`config.mk`:
```
export PLATFORM = sky130hd
export DESIGN_NAME = id_ex_skid_stage_flat
export DESIGN_NICKNAME = d
export VERILOG_FILES = /design/src/rtl/id_ex_skid_stage_if.sv /design/src/rtl/id_ex_skid_stage.sv /design/src/flat_wrapper.sv
export SDC_FILE = /design/constraint.sdc
export NUM_CORES = 1
export LEC_CHECK = 0
export CORE_MARGIN = 8
export CORE_UTILIZATION = 30
export DETAILED_ROUTE_END_ITERATION = 16
export PLACE_DENSITY_LB_ADDON = 0.15
export SLEW_MARGIN = 20
export SYNTH_ARGS = -nofsm -noshare
export SYNTH_HDL_FRONTEND = slang
export SYNTH_SLANG_ARGS = --single-unit
```
`constraint.sdc`:
```
create_clock -name clk -period 2.9 [get_ports clk]
set_input_delay 0.29 -clock clk [delete_from_list [all_inputs] [get_ports clk]]
set_output_delay 0.29 -clock clk [all_outputs]
set_load 0.02 [all_outputs]
```
`src/rtl/id_ex_skid_stage_if.sv`:
```
// Decode-to-execute bundle bus: decode-side valid/ready plus the registered
// execute-side bundle, grouped so the stage and its neighbours share one port.
interface id_ex_skid_stage_if #(
  parameter int MAX_LENGTH = 32,
  parameter int REG_ADDR_W = 5,
  parameter int CTRL_W     = 8
);
  logic                  in_valid;
  logic                  in_ready;
  logic [MAX_LENGTH-1:0] in_pc;
  logic [MAX_LENGTH-1:0] in_opa;
  logic [MAX_LENGTH-1:0] in_opb;
  logic [REG_ADDR_W-1:0] in_dst;
  logic [CTRL_W-1:0]     in_ctrl;

  logic                  out_valid;
  logic                  out_ready;
  logic [MAX_LENGTH-1:0] out_pc;
  logic [MAX_LENGTH-1:0] out_opa;
  logic [MAX_LENGTH-1:0] out_opb;
  logic [REG_ADDR_W-1:0] out_dst;
  logic [CTRL_W-1:0]     out_ctrl;

  // Master drives decode bundles and consumes execute bundles.
  modport master (
    output in_valid, in_pc, in_opa, in_opb, in_dst, in_ctrl, out_ready,
    input  in_ready, out_valid, out_pc, out_opa, out_opb, out_dst, out_ctrl
  );

  modport slave (
    input  in_valid, in_pc, in_opa, in_opb, in_dst, in_ctrl, out_ready,
    output in_ready, out_valid, out_pc, out_opa, out_opb, out_dst, out_ctrl
  );
endinterface

```
`src/rtl/id_ex_skid_stage.sv`:
```
// Two-entry skid-buffered ID/EX pipeline register with flush and a saturating
// execute back-pressure counter; in_ready is a flop so decode never sees a
// combinational path from the execute stall.
module id_ex_skid_stage #(
  parameter int MAX_LENGTH = 32,
  parameter int REG_ADDR_W = 5,
  parameter int CTRL_W     = 8,
  parameter int CNT_W      = 16
) (
  input  logic             clk,
  input  logic             reset,
  input  logic             flush,
  id_ex_skid_stage_if.slave bus,
  output logic [CNT_W-1:0] stall_count
);

  typedef enum logic [1:0] {
    EMPTY = 2'd0,
    BUSY  = 2'd1,
    FULL  = 2'd2
  } state_t;

  typedef struct packed {
    logic [MAX_LENGTH-1:0] pc;
    logic [MAX_LENGTH-1:0] opa;
    logic [MAX_LENGTH-1:0] opb;
    logic [REG_ADDR_W-1:0] dst;
    logic [CTRL_W-1:0]     ctrl;
  } bundle_t;

  localparam logic [CNT_W-1:0] STALL_MAX = '1;
  localparam logic [CNT_W-1:0] STALL_ONE = {{(CNT_W-1){1'b0}}, 1'b1};

  state_t           state_q, state_d;
  logic             inReady_q, inReady_d;
  bundle_t          main_q, main_d;
  bundle_t          skid_q, skid_d;
  logic [CNT_W-1:0] stallCount_q, stallCount_d;

  bundle_t inBundle;
  logic    outValid;
  logic    accept;
  logic    drain;

  assign inBundle = '{pc:   bus.in_pc,
                      opa:  bus.in_opa,
                      opb:  bus.in_opb,
                      dst:  bus.in_dst,
                      ctrl: bus.in_ctrl};

  assign outValid = (state_q != EMPTY);
  assign accept   = bus.in_valid && inReady_q;
  assign drain    = outValid && bus.out_ready;

  always_ff @(posedge clk) begin
    if (reset) begin
      state_q      <= EMPTY;
      inReady_q    <= 1'b1;
      main_q       <= '0;
      skid_q       <= '0;
      stallCount_q <= '0;
    end else begin
      state_q      <= state_d;
      inReady_q    <= inReady_d;
      main_q       <= main_d;
      skid_q       <= skid_d;
      stallCount_q <= stallCount_d;
    end
  end

  // Flush suppresses every slot load, so held data fields keep their values.
  always_comb begin
    state_d      = state_q;
    main_d       = main_q;
    skid_d       = skid_q;
    stallCount_d = stallCount_q;

    if (flush) begin
      state_d = EMPTY;
    end else begin
      unique case (state_q)
        EMPTY: begin
          if (accept) begin
            main_d  = inBundle;
            state_d = BUSY;
          end
        end
        BUSY: begin
          if (accept && !drain) begin
            skid_d  = inBundle;
            state_d = FULL;
          end else if (accept && drain) begin
            main_d  = inBundle;
          end else if (drain) begin
            state_d = EMPTY;
          end
        end
        FULL: begin
          if (drain) begin
            main_d  = skid_q;
            state_d = BUSY;
          end
        end
        default: state_d = EMPTY;
      endcase

      if (outValid && !bus.out_ready && (stallCount_q != STALL_MAX)) begin
        stallCount_d = stallCount_q + STALL_ONE;
      end
    end

    inReady_d = (state_d != FULL);
  end

  assign bus.in_ready  = inReady_q;
  assign bus.out_valid = outValid;
  assign bus.out_pc    = main_q.pc;
  assign bus.out_opa   = main_q.opa;
  assign bus.out_opb   = main_q.opb;
  assign bus.out_dst   = main_q.dst;
  assign bus.out_ctrl  = main_q.ctrl;
  assign stall_count   = stallCount_q;

endmodule

```
`src/flat_wrapper.sv`:
```
// flat-port wrapper written by rule: the top's interface ports become plain ports
module id_ex_skid_stage_flat 
#(
  parameter int MAX_LENGTH = 32,
  parameter int REG_ADDR_W = 5,
  parameter int CTRL_W     = 8,
  parameter int CNT_W      = 16
)
  (clk, reset, flush, stall_count, bus_in_valid, bus_in_pc, bus_in_opa, bus_in_opb, bus_in_dst, bus_in_ctrl, bus_out_ready, bus_in_ready, bus_out_valid, bus_out_pc, bus_out_opa, bus_out_opb, bus_out_dst, bus_out_ctrl);
  id_ex_skid_stage_if #(.MAX_LENGTH(MAX_LENGTH), .REG_ADDR_W(REG_ADDR_W), .CTRL_W(CTRL_W)) bus_i ();
  input  logic clk;
  input  logic reset;
  input  logic flush;
  output logic [CNT_W-1:0] stall_count;
  input wire logic [$bits(bus_i.in_valid)-1:0] bus_in_valid;
  input wire logic [$bits(bus_i.in_pc)-1:0] bus_in_pc;
  input wire logic [$bits(bus_i.in_opa)-1:0] bus_in_opa;
  input wire logic [$bits(bus_i.in_opb)-1:0] bus_in_opb;
  input wire logic [$bits(bus_i.in_dst)-1:0] bus_in_dst;
  input wire logic [$bits(bus_i.in_ctrl)-1:0] bus_in_ctrl;
  input wire logic [$bits(bus_i.out_ready)-1:0] bus_out_ready;
  output wire logic [$bits(bus_i.in_ready)-1:0] bus_in_ready;
  output wire logic [$bits(bus_i.out_valid)-1:0] bus_out_valid;
  output wire logic [$bits(bus_i.out_pc)-1:0] bus_out_pc;
  output wire logic [$bits(bus_i.out_opa)-1:0] bus_out_opa;
  output wire logic [$bits(bus_i.out_opb)-1:0] bus_out_opb;
  output wire logic [$bits(bus_i.out_dst)-1:0] bus_out_dst;
  output wire logic [$bits(bus_i.out_ctrl)-1:0] bus_out_ctrl;
  assign bus_i.in_valid = bus_in_valid;
  assign bus_i.in_pc = bus_in_pc;
  assign bus_i.in_opa = bus_in_opa;
  assign bus_i.in_opb = bus_in_opb;
  assign bus_i.in_dst = bus_in_dst;
  assign bus_i.in_ctrl = bus_in_ctrl;
  assign bus_i.out_ready = bus_out_ready;
  assign bus_in_ready = bus_i.in_ready;
  assign bus_out_valid = bus_i.out_valid;
  assign bus_out_pc = bus_i.out_pc;
  assign bus_out_opa = bus_i.out_opa;
  assign bus_out_opb = bus_i.out_opb;
  assign bus_out_dst = bus_i.out_dst;
  assign bus_out_ctrl = bus_i.out_ctrl;
  id_ex_skid_stage #(.MAX_LENGTH(MAX_LENGTH), .REG_ADDR_W(REG_ADDR_W), .CTRL_W(CTRL_W), .CNT_W(CNT_W)) u_core (.clk(clk), .reset(reset), .flush(flush), .bus(bus_i), .stall_count(stall_count));
endmodule
```
* Yosys cells after proc, flatten, opt, wreduce, memory -nomap -nowiden *
Cells that the tools add are included.

operators by class
  multiplexer cells = 12
  divide/modulo/power cells = 0
  shift-type cells = 0
  add/subtract/negate cells = 1
  bitwise gates (word level) = 1
  equality and inequality tests = 8
  magnitude comparators = 0
  multipliers = 0
  reduce and logical (&&, ||, !) cells = 14

operators by type and width
  kind                                                 count
  two-way mux 109 bit                                  4
  case mux 109 bit (3 select lines)                    1
  adder 16 x 1 -> 16 bit, second input constant        1
  != test 16 bit, second input constant                1
  two-way mux 2 bit                                    6
  logical AND 1 bit                                    6
  != test 2 x 1 -> 1 bit, second input constant        3
  case mux 2 bit (3 select lines)                      1
  AND reduction 6 bit                                  1
  != test 2 bit, second input constant                 2
  AND reduction 3 bit                                  1
  nonzero test 3 bit                                   1
  equality test 2 x 1 -> 1 bit, second input constant  1
  equality test 2 bit, second input constant           1
  zero test 1 bit                                      2
  zero test 2 bit                                      1
  AND reduction 2 bit                                  1
  nonzero test 2 bit                                   1
  NOT 1 bit                                            1

storage, ports and cells
  input port bits = 114
  register bits after elaboration = 237
  ROM bits = 0
  RAM bits = 0
  word-level logic and storage cells = 49
  memories kept = 0
  latch bits = 0
  output and inout bits = 127

* Logic depth before layout (Yosys ltp) *
  depth in word-level cells = 8
  depth in mapped cells = 8
  mapped depth without buffers = 5

* Worst setup path after synthesis *
OpenSTA, ideal clock, no wires.

  path type = register to register
  start = reg u_core.stallCount_q[2], in the netlist u_core.stall_count[2]
  end = reg u_core.stallCount_q[10], in the netlist u_core.stall_count[10]
  data arrival time = 1745 ps
  setup time = 121 ps
  data required time = 2779 ps
  stages on the path, launching flop included = 6
  slack = 1034 ps
  path through = dfxtp_1 -> nand4_4 -> or2_4 -> clkbuf_8 -> nor4_1 -> mux2_2

on the way
  word-level cells in the longest chain between the ends = 3
  elaborated cells between the ends (all ways) = 4

RTL lines
  item                                                            line                    RTL
  from (decl)                                                     id_ex_skid_stage.sv:38  logic [CNT_W-1:0] stallCount_q, stallCount_d;
  from (signal assigned)                                          id_ex_skid_stage.sv:67  stallCount_q <= stallCount_d;
  branches (longest 3 deep; another with adder 16 x 1 -> 16 bit)  n/a

Several ways; the timed one is not identified.
A chain may end at the register's enable or synchronous reset.

* Worst setup path in the final report *
  start = reg u_core.state_q[1]
  end = out bus_out_valid

on the way
  word-level cells in the longest chain between the ends = 1

RTL lines
  item                    line                    RTL
  from (decl)             id_ex_skid_stage.sv:34  state_t state_q, state_d;
  from (signal assigned)  id_ex_skid_stage.sv:63  state_q <= state_d;
  nonzero test 2 bit      id_ex_skid_stage.sv:51  assign outValid = (state_q != EMPTY);
  to (decl)               flat_wrapper.sv:23      output wire logic [$bits(bus_i.out_valid)-1:0] bus_out_valid;

No other way between the ends.

==> impl_metrics.env <==
export IMPL_fmax_ghz=0.4787
export IMPL_cellLeakagePower_nw=5.340
export IMPL_die_h_um=198.0
export IMPL_fin_skew_ps=8.545
export IMPL_globalplace_congestion=0.7100
export IMPL_rows=66
export IMPL_track_usage_pct=15.88
export IMPL_synth_top_area_share_pct=47.73
export IMPL_r2r_end="u_core.stall_count[9]"
export IMPL_whs_ps=321.6
export IMPL_synth_warnings=0
export IMPL_synth_edf_count=0
export IMPL_cts_sinks=237
export IMPL_grt_pass1_vias=8752
export IMPL_start_kind="flop"
export IMPL_r2r_setup_slack_ps=890
export IMPL_synthTopCellsByArea="dfxtp_1, mux2i_1, a31o_2, nand2_1, nor4_1"
export IMPL_viasPerCell=5.124
export IMPL_clk_latency_ps=530
export IMPL_cts_tree="done"
export IMPL_setup_violations=0
export IMPL_drtIter0Drc=379
export IMPL_worstHoldPathCells=2
export IMPL_ys_types=40
export IMPL_period_minus_slack_ps=2089
export IMPL_cts_root_buf="clkbuf_16"
export IMPL_placed_area_sq_um=12720
export IMPL_cts_resized=0
export IMPL_post_cts_buffers=0
export IMPL_h_tree_depth=1
export IMPL_syn2layout_area_growth_pct=37.08
export IMPL_hold_end="u_core.skid_q[59]"
export IMPL_netlist_top_cells_count="dfxtp_1, nand2_1, a21oi_1, nor4_1, mux2i_1"
export IMPL_grt_pass1_wl_um=50770
export IMPL_tightestPinTransition_ps=747.3
export IMPL_critPathMaxFanout=5
export IMPL_required_ps=2610
export IMPL_synth_seq_cells=237
export IMPL_clock_path_buffers=3
export IMPL_drc=0
export IMPL_yosysMostFrequentCell="dfxtp_1"
export IMPL_fin_ws_ps=811.1
export IMPL_antenna_found_initial=5
export IMPL_min_from="reset"
export IMPL_synthCells=1104
export IMPL_r2r_start="u_core.stall_count[2]"
export IMPL_hold_violations=0
export IMPL_final_nets=1392
export IMPL_period_share_pct=72.03
export IMPL_place_hpwl_um=19560
export IMPL_outcome="finished, final reports clean"
export IMPL_slew_viol_final=0
export IMPL_fillers=3244
export IMPL_reg2regPathDepth=4
export IMPL_drt_antenna_violating_nets=0
export IMPL_ys_seq_area_share_pct=47.73
export IMPL_min_path_type="primary input to flop"
export IMPL_grt_max_degree=113
export IMPL_cp_end_kind="primary output"
export IMPL_finalWirelength_um=32370
export IMPL_max_slew_margin_pct=50.18
export IMPL_worst_setup_path_type="flop to primary output"
export IMPL_path_clk_slew_ps=60
export IMPL_drt_pass1_iterations=5
export IMPL_die_w_um=198.0
export IMPL_fin_area_sq_um=13630
export IMPL_cellPowerDensity_nw_per_um2=565.5
export IMPL_overflow=0
export IMPL_rsz0062_at_grt="false"
export IMPL_synthArstFlopShare_pct=0
export IMPL_io_buffers=240
export IMPL_vias=8916
export IMPL_design_die_area_sq_um=39220
export IMPL_antenna_cells=0
export IMPL_synth_top_area_cell="dfxtp_1"
export IMPL_avgSynthCellArea_sq_um=9.004
export IMPL_holdBufCountCts=0
export IMPL_cts_buffers=28
export IMPL_cp_arrival_ps=1800
export IMPL_maxCapViolCount=0
export IMPL_core_sq_um=32620
export IMPL_ys_flop_type="dfxtp_1"
export IMPL_syn_nets=1219
export IMPL_drive_above_1_share_pct=14.41
export IMPL_setup_tns_final_ps=0
export IMPL_wl_per_cell_um=18.60
export IMPL_start_util_pct=30.48
export IMPL_pre_cts_ws_ps=637.2
export IMPL_regArea_sq_um=4745
export IMPL_vdd_ir_drop_max_mv=0.4425
export IMPL_ios=241
export IMPL_multi_input_area_sq_um=4735
export IMPL_synth_area_sq_um=9941
-- worst max-delay path by stage --
stage	end	slack, ps	depth (start not counted)	start
CTS	bus_out_valid	770	2	u_core.state_q[1]
global route	bus_out_valid	730	2	u_core.state_q[0]
finish	bus_out_valid	810	2	u_core.state_q[1]
global placement	u_core.stall_count[10]	660	6	bus_out_ready
floorplan	u_core.stall_count[10]	1030	5	u_core.stall_count[2]
detailed placement	u_core.skid_q[73]	640	6	bus_in_valid
-- worst max-delay path: stages, from the launching register on --
cell and delay [ps]:
dfxtp_1 360, or2_2 350, clkdlybuf4s50_1 560
-- power breakdown --
part / switching [mW] / internal, mW / total [mW] / leakage, nW
Clock: 1.38 / 2.07 / 3.45 / 0.440
Sequential: 0.0524 / 3.35 / 3.40 / 1.92
Combinational: 0.453 / 0.405 / 0.858 / 2.98
-- flip-flops by register name, indices dropped and copies added, names as in the netlist --
name	cells
u_core.skid_q	109
u_core.bus.out_opa	32
u_core.bus.out_opb	32
u_core.bus.out_pc	32
u_core.stall_count	16
u_core.bus.out_ctrl	8
u_core.bus.out_dst	5
u_core.state_q	2
u_core.bus.in_ready	1
-- per-stage QoR --
step / utilization [%] / total power [mW] / std cells
2_1_floorplan: - / 3.872 / 1104
3_3_place_gp: 38.98 / 4.333 / 1689
3_5_place_dp: 38.98 / 4.337 / 1689
4_1_cts: 41.78 / 7.844 / 1740
5_1_grt: 41.78 / 8.031 / 1740
6_report: 41.78 / 7.706 / 1740
-- metal layers --
metal / track usage [%] / wire length [um]
met2: 25.32 / 14650
met1: 20.88 / 14910
met5: 0 / 58
met3: 3.871 / 1886
met4: 5.006 / 869
-- layout make-up --
cell class | count | area share, %
Sequential cell | 237 | 34.82
Multi-Input combinational cell | 744 | 34.74
Timing Repair Buffer | 258 | 19.46
Clock buffer | 43 | 6.152
Tap cell | 442 | 4.058
Clock inverter | 8 | 0.5326
Inverter | 8 | 0.2387
-- layout by cell type, fill, tap and decap left out, types with 2 or more instances in the layout --
cell type,n
or2_4,2
nor4_1,111
buf_4,10
nand2_1,227
or3_1,2
o31ai_1,5
nand4_1,4
dfxtp_1,237
nand3_1,4
inv_1,7
mux2i_1,110
clkdlybuf4s50_1,238
or4_1,7
clkbuf_1,8
nor2_1,9
a211o_1,2
nor2b_1,5
o41ai_1,3
clkbuf_8,7
a31o_2,109
clkinvlp_4,3
a211oi_1,2
nor3_1,2
clkinv_2,4
buf_12,9
a21oi_1,119
mux2_2,5
clkbuf_16,29
-- kinds of logic after synthesis --
family	Yosys count	share of synthesized area, %
flops	237	47.73
compound gates	246	17.07
simple gates	382	18.34
fa+ha+maj	1	0.1258
buf+inv	123	5.097
mux	115	11.64
Power figures use the tool's default switching activity.
==> RTL edit: new RTL, same flow settings <==
Re-encode `state_t` (3 states) as one-hot, 3 bits wide.
--- a/src/rtl/id_ex_skid_stage.sv
+++ b/src/rtl/id_ex_skid_stage.sv
@@ -14,10 +14,10 @@
   output logic [CNT_W-1:0] stall_count
 );
 
-  typedef enum logic [1:0] {
-    EMPTY = 2'd0,
-    BUSY  = 2'd1,
-    FULL  = 2'd2
+  typedef enum logic [2:0] {
+    EMPTY = 3'b001,
+    BUSY  = 3'b010,
+    FULL  = 3'b100
   } state_t;
 
   typedef struct packed {
Function: no difference found for any inputs over 4 cycles, from zero or initial values and one cycle with reset high; so few cycles prove little.
==> RTL edit against the unedited design <==
Core utilization decreased by 0.47 points. Sequential cell count increased by 1. Sequential share of layout area decreased by 0.51 points. Critical path depth unchanged. Sequential power increased by 2%. Count of clock-buffer cells in the layout increased by 4. Worst setup slack got worse by 0.31 ns. Clock skew increased by 0.0082 ns. Highest routed layer unchanged. Synthesized area increased by 3.2%. Cell area increased by 1.9%. Routed wire length decreased by 0.22%. Power increased by 2.3%.
==> RTL edit: results (changes against the unedited design) <==
metric	value	unit	change
status	completed		
place_ws	0.422	ns	-0.215 ns
numPortBuffers	240		unchanged
worstRegToRegCells	5		+1
layout.nets	1511		+8.5%
grt_pass1_vias	8689		-0.72%
cts_root_buffer	clkbuf_16		
reg2reg_to	u_core.bus.out_opa[7]		
grtUsageTotal	15.2	%	-0.70 points
peakVddDrop	466	uV	+5.2%
hold_class	primary input to flop		
yosysUniqueCellTypes	49		+23%
hold_end	u_core.skid_q[96]		
drt_iter0_drc	447		+18%
critical_path_peak_fanout	7		+2
ys_seq_area_share	46.4	%	-1.3 points
synth_common_cells	dfxtp_1, nand2_1, nor2b_1		
ys_top_cells_by_area	dfxtp_1, a221oi_1, a211oi_1		
postSynthCellCount	1226		+11%
critPathArrivalTime	2.11	ns	+0.31 ns
cts_resized	0		unchanged
grt_max_degree	219		+94%
wl_per_cell	17.3	um	-7.0%
dp_cells	1814		+7.4%
ys.flop_type	dfxtp_1		
syn_nets	1341		+10%
relSlewSlack	34.6	%	-16 points
gp_congestion	0.746		+5.0%
top_register	u_core.skid_q		
skew	0.0167	ns	+0.00817 ns
p_leak	4.63	nW	-13%
r2r_slack	0.67	ns	-0.22 ns
drive_above_1_share	5.65	%	-8.8 points
worstSkewPairLatency	0.54	ns	
instances_no_fill	1866		+7.2%
post-dp-hpwl	19300	um	-1.4%
cts.reportedPaths.clkPinSlew	0.06	ns	about the same
r2r-start	u_core.state_q[2]		
antenna_found_initial	3		-2
synthArstFlopShare	0	%	unchanged
yosysWarnings	0		unchanged
min_from	bus_in_pc[19]		
largest_reg_flops	109		unchanged
vias_per_cell	4.93		-3.9%
grt_pass1_wl	50500	um	-0.48%
fillCellCount	3396		+4.7%
slowest_delay	0.60	ns	+0.04 ns
hold_path_depth	3		+1
-- RTL edit: how the worst max path moves through the flow --
stage                                from                     end  slack (ns)  cells past startpoint
floorplan           u_core.stall_count[4]  u_core.stall_count[12]        1.03                      6
global placement            bus_out_ready  u_core.bus.out_opa[24]        0.46                      6
detailed placement          bus_out_ready   u_core.bus.out_pc[29]        0.42                      6
CTS                     u_core.state_q[0]           bus_out_valid        0.47                      2
global route            u_core.state_q[0]           bus_out_valid        0.39                      2
finish                  u_core.state_q[0]           bus_out_valid        0.50                      2
-- RTL edit: cells by family (layout without fill, tap and decap cells) --
logic type | count (synthesis) | in the layout | synth area share, %
buf+inv | 225 | 416 | 8.68
other cells | 0 | 1 | 0
mux | 10 | 10 | 1.07
simple gates | 397 | 397 | 18.7
compound gates | 355 | 355 | 25.0
fa+ha+maj | 1 | 1 | 0.122
flops | 238 | 238 | 46.4
-- RTL edit: area by class of cell --
| cell class | count | area (um^2) | area share (%) |
|---|---|---|---|
| sequential | 238 | 4760 | 34.3 |
| multi-input combinational | 763 | 4640 | 33.4 |
| timing repair buffer | 253 | 2610 | 18.8 |
| clock buffer | 47 | 863 | 6.22 |
| tap | 448 | 561 | 4.04 |
| inverter | 112 | 420 | 3.03 |
| clock inverter | 4 | 20.0 | 0.144 |
| antenna | 1 | 2.50 | 0.0180 |
-- RTL edit: metal layers --
layer  vias up  routed length (um)  global-route usage, %
li1       4611                   -                      -
met1      4346               14800                   19.8
met2       195               15300                   25.1
met3        37                1760                   3.52
met4         4                 447                   3.47
met5         -                  23                      0
-- RTL edit: report_power, final --
part	switching [mW]	internal [mW]	total (mW)
registers	0.0726	3.39	3.46
clock network	1.38	2.01	3.38
logic	0.535	0.501	1.04
total	1.99	5.90	7.88
-- RTL edit: worst min-delay path: cells and delay by family --
family	cells	cell delay, ns
AOI/OAI and AO/OA	1	0.05
and+or+nand+nor	1	0.06
buffers and inverters	1	0.41
-- RTL edit: per-stage QoR --
stage	area, um^2	hold WS (ns)	power (mW)
floorplan	10300	0.381	4.03
global placement	13000	0.442	4.58
detailed placement	13000	0.447	4.58
CTS	13900	0.282	8.02
global route	13900	0.302	8.23
finish	13900	0.311	7.88
